**config.mk**
```make
export PLATFORM = sky130hd
export DESIGN_NAME = f_pc_sequencer
export DESIGN_NICKNAME = d
export VERILOG_FILES = /design/src/rtl/f_pc_sequencer.sv
export SDC_FILE = /design/constraint.sdc
export NUM_CORES = 1
export LEC_CHECK = 0
export CAP_MARGIN = 5
export CELL_PAD_IN_SITES_DETAIL_PLACEMENT = 2
export CELL_PAD_IN_SITES_GLOBAL_PLACEMENT = 2
export CORE_MARGIN = 2
export CORE_UTILIZATION = 25
export DETAILED_ROUTE_END_ITERATION = 8
export PLACE_DENSITY = 0.85
export SETUP_SLACK_MARGIN = 0.4
export SLEW_MARGIN = 20
export SYNTH_ARGS = -nofsm -noshare
export SYNTH_HDL_FRONTEND = slang
export SYNTH_SLANG_ARGS = --single-unit
```
**constraint.sdc**
```tcl
create_clock -name clk -period 4.7 [get_ports clk]
set_input_delay 0.47 -clock clk [delete_from_list [all_inputs] [get_ports clk]]
set_output_delay 0.47 -clock clk [all_outputs]
set_load 0.01 [all_outputs]
```
**src/rtl/f_pc_sequencer.sv**
```systemverilog
// Fetch-stage PC owner: sequences next fetch address, redirects, stalls,
// delay-slot flag, fetch address error and a sticky stall watchdog.
module f_pc_sequencer #(
    parameter logic [31:0] RESET_PC    = 32'h0000_3000,
    parameter logic [31:0] HANDLER_PC  = 32'h0000_4180,
    parameter logic [31:0] IM_BASE     = 32'h0000_3000,
    parameter logic [31:0] IM_LAST     = 32'h0000_6FFC,
    parameter int unsigned STALL_LIMIT = 16
) (
    input  logic        clk,
    input  logic        reset,
    input  logic        stall,
    input  logic [2:0]  D_nPCSel,
    input  logic [31:0] F_newPC,
    input  logic        Req,
    input  logic        eret,
    input  logic [31:0] EPC,
    output logic [31:0] F_PC,
    output logic        F_valid,
    output logic        F_BD,
    output logic        F_ExcAdEL,
    output logic        F_fetch_en,
    output logic        stall_timeout,
    output logic [1:0]  state
);

    typedef enum logic [1:0] {
        BOOT  = 2'b00,
        RUN   = 2'b01,
        HOLD  = 2'b10,
        REDIR = 2'b11
    } state_t;

    state_t      st_q, st_d;
    logic [31:0] pc_q, pc_d;
    logic        bd_q, bd_d;
    logic [7:0]  cnt_q, cnt_d;
    logic        to_q, to_d;
    logic        redir;

    always_ff @(posedge clk or negedge reset) begin
        if (!reset) begin
            st_q  <= BOOT;
            pc_q  <= RESET_PC;
            bd_q  <= 1'b0;
            cnt_q <= 8'd0;
            to_q  <= 1'b0;
        end else begin
            st_q  <= st_d;
            pc_q  <= pc_d;
            bd_q  <= bd_d;
            cnt_q <= cnt_d;
            to_q  <= to_d;
        end
    end

    always_comb begin
        st_d  = st_q;
        pc_d  = pc_q;
        bd_d  = bd_q;
        redir = 1'b0;
        unique case (st_q)
            BOOT: begin
                if (Req) begin
                    pc_d  = HANDLER_PC;
                    bd_d  = 1'b0;
                    st_d  = REDIR;
                    redir = 1'b1;
                end else begin
                    st_d = RUN;
                end
            end
            default: begin
                if (Req) begin
                    pc_d  = HANDLER_PC;
                    bd_d  = 1'b0;
                    st_d  = REDIR;
                    redir = 1'b1;
                end else if (eret) begin
                    pc_d  = EPC;
                    bd_d  = 1'b0;
                    st_d  = REDIR;
                    redir = 1'b1;
                end else if (stall) begin
                    st_d = HOLD;
                end else begin
                    // Any non-ADD4 select, including undefined codes, marks a delay slot
                    pc_d = F_newPC;
                    bd_d = |D_nPCSel;
                    st_d = RUN;
                end
            end
        endcase
    end

    always_comb begin
        cnt_d = cnt_q;
        if (redir || !stall)
            cnt_d = 8'd0;
        else if (cnt_q != 8'hFF)
            cnt_d = cnt_q + 8'd1;
        to_d = to_q | (cnt_d >= 8'(STALL_LIMIT));
    end

    logic bad_addr;
    assign bad_addr = (pc_q[1:0] != 2'b00) || (pc_q < IM_BASE)
                    || (pc_q > IM_LAST);

    assign F_PC          = pc_q;
    assign F_valid       = (st_q != BOOT);
    assign F_BD          = bd_q;
    assign F_ExcAdEL     = F_valid & bad_addr;
    assign F_fetch_en    = F_valid & ~F_ExcAdEL;
    assign stall_timeout = to_q;
    assign state         = st_q;

endmodule

```
==> summary.md, run 1 <==
| Metric | Value |
|---|---|
| Status | `completed` |
| Startpoint class of the critical path | `register` |
| Fillers | `945` |
| Cell with the most instances after synthesis | `dfrtp_1` |
| Total wire length | `7.18 mm` |
| I/O pins | `111` |
| RSZ-0062 raised after global routing | `no` |
| CTS tree | `built` |
| Post-synth top area cell | `dfrtp_1` |
| Global-route wire length before repair | `11.8 mm` |
| Slew @ Worst Pin | `0.564 ns` |
| Total negative setup slack | `0 ns` |
| Top cells by count, synth | `42 x dfrtp_1, 34 x nand2_1, 30 x mux2i_1, 30 x o31ai_1, 12 x nor2_1` |
| Post CTS Setup Buffer Count | `0` |
| Clock-pin slew on the worst setup and hold paths | `0.08 ns` |
| Cells after Synth | `218` |
| Post-synth EDFFs | `0` |
| #FFs+latches synth | `44` |
| Placed Area | `3410 um2` |
| # hold bufs at CTS | `0` |
| Multi-input logic area | `1030 um2` |
| Vias in the first global route | `2352` |
| Lkg Pwr | `1.43 nW` |
| Pwr Density | `246 nW/um2` |
| Final Setup Violations | `0` |
| CORE AREA | `8680 um2` |
| Initial core utilization | `25.6%` |
| Placer's final routability congestion estimate | `0.786` |
| Gr usage total | `15.2%` |
| Clock Tree Root | `clkbuf_8` |
| DP Cell Count | `423` |
| Synth warn | `0` |
| Final setup skew | `0.00651 ns` |
| CTS buffer count | `5` |
| Critical Path AT | `2.05 ns` |
| Max FO, Critical Path | `3` |
| Post-route cell area | `3500 um2` |
| VDD IR max | `0.103 mV` |
| Seq/Total Area, Yosys | `49.6%` |
| Crit share post-route | `53.6%` |
| Fraction of layout cells with a size suffix above 1 | `6.50%` |
| Num rows | `34` |
| Asr flop ratio synth | `100%` |
| Input/output buffers | `110` |
| Clock latency on the worst-skew pair | `0.30 ns` |
| Crit path time final | `2.52 ns` |
| Synth Net Count | `291` |
| Vias | `2082` |
| Max Freq | `397 MHz` |
| Sequential cell area | `1100 um2` |
| Synth Flop Type | `dfrtp_1` |
| Die Area | `9670 um2` |
| Share of the synthesized area in the top cell type | `47.2%` |
| # diodes | `0` |
| Initial antenna violation count | `0` |
| Die W | `98.3 um` |
| Reg2Reg Depth | `6` |
| Worst hold-check path type | `in2async` |
| Max-cap viol count | `0` |
| Drt initial violations | `26` |
| Crit. End Element | `output port` |
| Worst hold slack | `0.0696 ns` |
| H-tree levels | `2` |
| Syn avg cell area | `10.2 um2` |
| Non-filler instance count after layout | `431` |
| Post-DRT Antenna Nets | `0` |
| CTS resizes | `0` |
| CP required | `4.23 ns` |
| Via density per instance | `4.83` |
| Slew HR | `62.4%` |
| Mean routed wirelength per cell | `16.7 um` |
| Clk sinks | `44` |
| Detail Placement HPWL | `5.45 mm` |
| Nets | `396` |
| Global route overflow | `0` |
| Setup ws final | `2.18 ns` |
| Placement Setup Slack | `2.10 ns` |
| Die span in y | `98.3 um` |
| Max-slew violations | `0` |
| Pin count of the biggest net entering global routing | `49` |
| Fin. Hold Viols | `0` |
| Critical path class | `reg2out` |
| Post-synth cell types | `36` |
| Max Buffers Root-to-Sink | `2` |
| Ranking of synthesized cells by area | `dfrtp_1 47%, mux2i_1 13%, o31ai_1 10%` |
| Area Growth Syn to Fin | `57.5%` |
| Drt first pass iters | `4` |
| DRC viols | `0` |
| Mapped Area | `2220 um2` |
-- state kept, by name, indices dropped and copies added, names as in the netlist --
signal,cells
state,2
F_PC,32
F_BD,1
stall_timeout,1
cnt_q,8
-- path summary, 6_finish.rpt --
| check | to | slack, ns | startpoint |
|---|---|---|---|
| setup / recovery | F_fetch_en | 2.18 | F_PC[28] |
| hold / removal | F_PC[27] | 0.07 | reset |
| setup reg to reg | F_PC[7] | 2.54 | state[1] |
| hold reg to reg | F_PC[3] | 0.49 | F_PC[3] |
| max in group asynchronous | F_PC[13] | 4.07 | reset |
| min in group clk | F_PC[3] | 0.49 | F_PC[3] |
-- cell type report --
class / instances / area share, %
timing repair buffer: 114 / 32.4
sequential: 44 / 31.5
multi-input combinational: 153 / 29.5
tap: 108 / 3.86
clock buffer: 6 / 2.07
inverter: 5 / 0.536
clock inverter: 1 / 0.143
-- kinds of logic after synthesis --
logic type                 share of synthesized area (%)
and+or+nand+nor                                     16.0
adders and majority gates                          0.562
buffers and inverters                               4.22
muxes                                               13.5
xor gates and xnor gates                           0.788
AOI/OAI and AO/OA                                   15.3
DFF                                                 49.6
-- per-stage QoR --
stage | utilization (%) | power, mW
after floorplan | - | 0.501
after global placement | 39.2 | 0.636
after detailed placement | 39.2 | 0.643
after CTS | 40.1 | 0.874
after global routing | 40.4 | 0.907
final | 40.4 | 0.861
-- where the power goes --
group	total (mW)	switching, mW	internal [mW]
registers	0.424	0.0192	0.404
clock network	0.229	0.128	0.101
logic	0.208	0.0839	0.125
-- layout by cell type (no fill, tap or decap), types with 2 or more instances in the layout --
cell type          n
or3_1              2
and2_1             3
nor3b_1            2
clkbuf_8           5
buf_2              2
nor2_1            11
nand2_1           34
o31ai_1           30
clkdlybuf4s50_1  108
mux2i_1           30
nor4_1             4
a21oi_1            5
nor3_1             7
a2111oi_0          3
nand3_1            4
buf_4              3
dfrtp_1           42
and4_4             2
inv_1              4
dfstp_2            2
-- routing by layer --
metal	up-vias	part of all wire, %	track usage (%)
li1	1001	-	-
met1	1005	42	17.8
met2	69	51	27.6
met3	7	5.6	3.15
met4	0	1.5	5.16
met5	-	0	0
-- worst max-delay path, cell delays in order, from the launching register on --
cell and delay (ns):
dfrtp_1 0.40, nor4_1 0.38, nand3_1 0.18, nor3_1 0.22, clkdlybuf4s50_1 0.57
Power figures use the tool's default switching activity.
==> run 2: changes to the inputs <==
Settings changed: CORE_UTILIZATION 25 to 21, PLACE_DENSITY 0.85 to 0.76.
Clock period 4.7 ns to 2.22 ns, I/O delays scaled along.
==> summary.md, run 2 (synthesized netlist as in run 1, its figures left out) <==
| Metric | Value |
|---|---|
| Status | `completed` |
| Reg2Reg Depth | `6 (unchanged)` |
| Area Growth Syn to Fin | `65.3%` |
| Final Setup Violations | `0 (unchanged)` |
| Clock Tree Root | `clkbuf_8` |
| Total negative setup slack | `0 ns (unchanged)` |
| Crit share post-route | `80.3%` |
| Max Freq | `561 MHz` |
| Vias | `2123 (+2.0%)` |
| Post-DRT Antenna Nets | `0 (unchanged)` |
| CP required | `2.40 ns (-1.83 ns)` |
| Gr usage total | `14.0% (-1.3 points)` |
| Die Area | `11400 um2 (+18%)` |
| Lkg Pwr | `1.48 nW (+3.4%)` |
| Die W | `107 um (+8.7%)` |
| Die span in y | `107 um (+8.7%)` |
| Critical path class | `reg2reg` |
| Placer's final routability congestion estimate | `0.741 (-5.7%)` |
| Max-cap viol count | `0 (unchanged)` |
| Nets | `403 (+1.8%)` |
| RSZ-0062 raised after global routing | `yes` |
| Final setup skew | `0.00320 ns (-0.00331 ns)` |
| DRC viols | `0 (unchanged)` |
| Detail Placement HPWL | `5.79 mm (+6.1%)` |
| Slew HR | `62.8% (+0.40 points)` |
| Max Buffers Root-to-Sink | `2 (unchanged)` |
| Start of the worst register-to-register path | `cnt_q[1]` |
| Final Util | `35.6% (-4.7 points)` |
| H-tree levels | `2 (unchanged)` |
| Max FO, Critical Path | `4 (+1)` |
| # diodes | `0 (unchanged)` |
| Mean routed wirelength per cell | `16.6 um (-0.68%)` |
| Fraction of layout cells with a size suffix above 1 | `11.5% (+5.0 points)` |
| Min-Delay Endpoint | `state[0]` |
| Drt first pass iters | `4 (unchanged)` |
| Initial core utilization | `21.5% (-4.1 points)` |
| Worst hold-check path type | `in2reg` |
| Critical Path AT | `1.96 ns (-0.09 ns)` |
| Crit path time final | `1.78 ns` |
| Input/output buffers | `110 (unchanged)` |
| Startpoint class of the critical path | `register` |
| Most common cell after layout, fill and taps aside | `clkdlybuf4s50_1` |
| RR Endpoint | `stall_timeout` |
| Initial antenna violation count | `1 (+1)` |
| Fin. Hold Viols | `0 (unchanged)` |
| Setup slack on the worst flop-to-flop path | `0.44 ns (-2.10 ns)` |
| CTS buffer count | `5 (unchanged)` |
| CTS tree | `built` |
| Slew @ Worst Pin | `0.558 ns (-0.00593 ns)` |
| I/O pins | `111 (unchanged)` |
| Total wire length | `7.73 mm (+7.6%)` |
| Hold path startpoint | `eret` |
| Most frequent cells in the layout | `106 x clkdlybuf4s50_1, 42 x dfrtp_1, 33 x nand2_1, 30 x mux2i_1, 29 x o31ai_1` |
| Pin count of the biggest net entering global routing | `35 (-29%)` |
| Worst hold path stage count | `3` |
| VDD IR max | `0.262 mV (+160%)` |
| Clock-pin slew on the worst setup and hold paths | `0.08 ns (about the same)` |
| Drt initial violations | `27 (+3.8%)` |
| CORE AREA | `10300 um2 (+19%)` |
| Clock latency on the worst-skew pair | `0.29 ns (about the same)` |
| Max-slew violations | `0 (unchanged)` |
| Global route overflow | `0 (unchanged)` |
| Global-route wire length before repair | `12.5 mm (+6.0%)` |
| Pwr Density | `513 nW/um2 (+110%)` |
| Largest register FFs | `32 (unchanged)` |
| Num rows | `37 (+8.8%)` |
| Clk sinks | `44 (unchanged)` |
| Vias in the first global route | `2389 (+1.6%)` |
| Via density per instance | `4.55 (-5.9%)` |
| Crit. End Element | `register` |
run 2: cell count changes in the layout (fill, tap and decap cells not counted), sizes merged:
| cell | delta |
|---|---|
| clkdlybuf4s50 | -2 |
| dlygate4sd3 | +1 |
| buf | +8 |
| clkbuf | +2 |
| clkinv | -1 |
run 2: how the worst max path moves through the flow:
stage / start / slack, ns / endpoint
3_3_place_gp: F_PC[28] / 0.30 / F_fetch_en
4_1_cts: F_PC[12] / 0.39 / F_fetch_en
3_5_place_dp: Req / 0.27 / stall_timeout
6_report: cnt_q[1] / 0.44 / stall_timeout
5_1_grt: cnt_q[0] / 0.35 / stall_timeout
2_1_floorplan: cnt_q[0] / 0.41 / stall_timeout
run 2: power breakdown:
group	switching [mW]	leakage, nW	internal (mW)
clock	0.274	0.0455	0.254
combinational	0.184	0.876	0.273
sequential	0.0454	0.557	0.856
total	0.503	1.48	1.38
run 2: final cells by class:
type / count / area, um2
clock buffers: 8 / 90.1
fillers: 1096 / 6650
inverters: 5 / 18.8
multi-input cells: 153 / 1120
flip-flops and latches: 44 / 1100
well taps: 136 / 170
repair buffers: 121 / 1180
run 2: through the flow:
stage	setup WS (ns)	area (um2)	hold slack, ns	std cells	total power, mW
2_1_floorplan	0.406	2230	-0.0736	218	1.06
3_3_place_gp	0.298	3480	0.171	454	1.35
3_5_place_dp	0.268	3480	0.179	454	1.37
4_1_cts	0.389	3610	0.218	466	1.91
5_1_grt	0.355	3680	0.259	467	1.99
6_report	0.436	3680	0.225	467	1.89
run 2: critical path: stages (launching register included):
cell	delay [ns]
dfrtp_1	0.42
ha_4	0.19
and4_4	0.20
and4_4	0.21
o31ai_4	0.19
a21oi_2	0.09
or3_1	0.37
run 2: repair_timing:
action,CTS,global route
gates resized for setup,11,9
setup buffers,3,1
setup endpoints to repair,3,3
pin swaps,3,2
endpoints found under the hold margin,16,0
hold buffers,1,0
gates cloned,0,0
run 2: layer usage:
metal	track usage [%]	routed length (um)	share of wire (%)	vias to the layer above
met2	24.9	3930	51	67
met4	2.50	43	0.56	2
met5	0	13	0.17	-
met1	16.4	3190	41	1037
li1	-	-	-	1011
met3	4.74	549	7.1	6
==> run 3: changes to the inputs <==
Settings changed: CORE_UTILIZATION 21 to 23, PLACE_DENSITY 0.76 to 0.79.
Clock period 2.22 ns to 1.7 ns, I/O delays scaled along.
==> summary.md, run 3 (synthesized netlist as in run 1, its figures left out) <==
| Metric | Value |
|---|---|
| Slew HR | `58.3% (-4.5 points)` |
| RSZ-0062 raised after global routing | `yes` |
| Clock Tree Root | `clkbuf_8` |
| Die span in y | `102 um (-4.3%)` |
| Fraction of layout cells with a size suffix above 1 | `49.1% (+38 points)` |
| Fin. Hold Viols | `0 (unchanged)` |
| Status | `complete, but fails checks` |
| Failing checks | `negative setup slack` |
| Die Area | `10500 um2 (-8.4%)` |
| Mean routed wirelength per cell | `27.7 um (+67%)` |
| Detail Placement HPWL | `6.02 mm (+3.9%)` |
| Setup ws final | `-0.223 ns (-0.660 ns)` |
| Critical path class | `reg2reg` |
| Fillers | `871 (-21%)` |
| Worst hold-check path type | `in2async` |
| Critical Path AT | `2.12 ns (+0.16 ns)` |
| Vias in the first global route | `2933 (+23%)` |
| Most common cell after layout, fill and taps aside | `clkdlybuf4s50_1` |
| CTS buffer count | `5 (unchanged)` |
| Pwr Density | `589 nW/um2 (+15%)` |
| Lkg Pwr | `2.37 nW (+60%)` |
| Clk sinks | `44 (unchanged)` |
| Crit. End Element | `register` |
| Final Setup Violations | `7 (+7)` |
| Total wire length | `14.8 mm (+92%)` |
| Via density per instance | `4.99 (+9.7%)` |
| Crit share post-route | `113% (+33 points)` |
| DRC viols | `0 (unchanged)` |
| DP Cell Count | `476 (+4.8%)` |
| # diodes | `0 (unchanged)` |
| Die W | `102 um (-4.3%)` |
| Final Util | `57.2% (+22 points)` |
| Largest register FFs | `32 (unchanged)` |
| Vias | `2674 (+26%)` |
| Placer's final routability congestion estimate | `0.836 (+13%)` |
| Non-filler instance count after layout | `536 (+15%)` |
| Clock latency on the worst-skew pair | `0.32 ns (+0.03 ns)` |
| CORE AREA | `9330 um2 (-9.6%)` |
| Drt initial violations | `87 (+220%)` |
| VDD IR max | `0.405 mV (+54%)` |
| Drt first pass iters | `4 (unchanged)` |
| Area Growth Syn to Fin | `140%` |
| Slew @ Worst Pin | `0.625 ns (+0.0672 ns)` |
| Max-slew violations | `0 (unchanged)` |
| CTS tree | `built` |
| Num rows | `35 (-5.4%)` |
| Input/output buffers | `110 (unchanged)` |
| CP required | `1.89 ns (-0.51 ns)` |
| Max FO, Critical Path | `3 (-1)` |
| Initial antenna violation count | `0 (-1)` |
| Gr usage total | `23.0% (+9.0 points)` |
| H-tree levels | `2 (unchanged)` |
| Pin count of the biggest net entering global routing | `45 (+29%)` |
| I/O pins | `111 (unchanged)` |
| Max-cap viol count | `0 (unchanged)` |
| Most frequent cells in the layout | `69 x clkdlybuf4s50_1, 43 x buf_4, 39 x dfrtp_1, 30 x o31ai_4, 30 x mux2i_1` |
| Startpoint class of the critical path | `register` |
| Nets | `479 (+19%)` |
| Global route overflow | `0 (unchanged)` |
| Initial core utilization | `23.8% (+2.3 points)` |
| Max Buffers Root-to-Sink | `2 (unchanged)` |
| Placement Setup Slack | `-0.193 ns (-0.461 ns)` |
| Final setup skew | `0.0126 ns (+0.00944 ns)` |
| Crit path time final | `1.92 ns (+0.140 ns)` |
| Global-route wire length before repair | `18.0 mm (+44%)` |
| Post-DRT Antenna Nets | `0 (unchanged)` |
| Max Freq | `520 MHz (-7.3%)` |
| Clock-pin slew on the worst setup and hold paths | `0.10 ns (+0.02 ns)` |
==> run 3: cell types whose count changed in the layout (fill, tap and decap cells not counted), moves of 17 or more <==
cell,before,now
o31ai_1,29,0
clkdlybuf4s50_1,106,69
buf_6,0,27
buf_4,9,43
o31ai_4,1,30
dlygate4sd2_1,0,17
==> run 3: routing by layer <==
layer	wire length (um)	GRT usage [%]	part of all wire (%)	vias up
li1	-	-	-	1174
met1	5770	28.3	39	1372
met2	8110	43.4	55	97
met3	508	4.45	3.4	31
met4	433	1.74	2.9	0
met5	0	0	0	-
==> run 3: per-stage QoR <==
| stage | hold WS [ns] | power (mW) | setup TNS, ns | area, um2 |
|---|---|---|---|---|
| after floorplan | -0.126 | 1.42 | -0.0263 | 2370 |
| after global placement | 0.172 | 1.87 | -0.368 | 3840 |
| after detailed placement | 0.176 | 1.89 | -0.528 | 3840 |
| after CTS | 0.310 | 2.89 | -0.0813 | 4770 |
| after global routing | 0.359 | 3.24 | -1.07 | 5330 |
| final | 0.340 | 3.14 | -0.812 | 5330 |
==> run 3: repair_timing <==
action                                 CTS  global route
setup endpoints to repair               79            63
pin swaps                               28            43
hold buffers                             1             0
buffers inserted                        18            21
gates cloned                             6             6
endpoints found under the hold margin   42             0
gates resized for setup                162            83
==> run 3: area by class of cell <==
cell class | count | area [um2] | area share [%]
Timing Repair Buffer | 197 | 2130 | 39.9
Multi-Input combinational cell | 153 | 1800 | 33.8
Sequential cell | 44 | 1110 | 20.8
Tap cell | 129 | 161 | 3.03
Clock buffer | 6 | 72.6 | 1.36
Clock inverter | 2 | 35.0 | 0.657
Inverter | 5 | 21.3 | 0.399
==> run 3: path summary, 6_finish.rpt <==
| check | from | to | slack, ns | cells past startpoint |
|---|---|---|---|---|
| max | cnt_q[0] | stall_timeout | -0.22 | 6 |
| min | reset | F_PC[26] | 0.34 | 3 |
| max reg2reg | cnt_q[0] | stall_timeout | -0.22 | 6 |
| min reg2reg | F_PC[10] | F_PC[10] | 0.55 | 2 |
| max in group asynchronous | reset | F_PC[13] | 1.06 | 3 |
| min in group clk | eret | state[0] | 0.35 | 4 |
==> run 3: report_power, final <==
part           switching, mW  internal [mW]  leakage (nW)
clock                  0.440          0.438        0.0552
sequential            0.0774           1.12         0.552
combinational          0.476          0.588          1.76
total                  0.994           2.14          2.37
==> run 3: critical path: stages (launching register included) <==
cell and delay (ns):
dfrtp_1 0.44, ha_4 0.20, and4_4 0.26, and4_4 0.26, or4_4 0.13, a21oi_2 0.07, or3_1 0.43
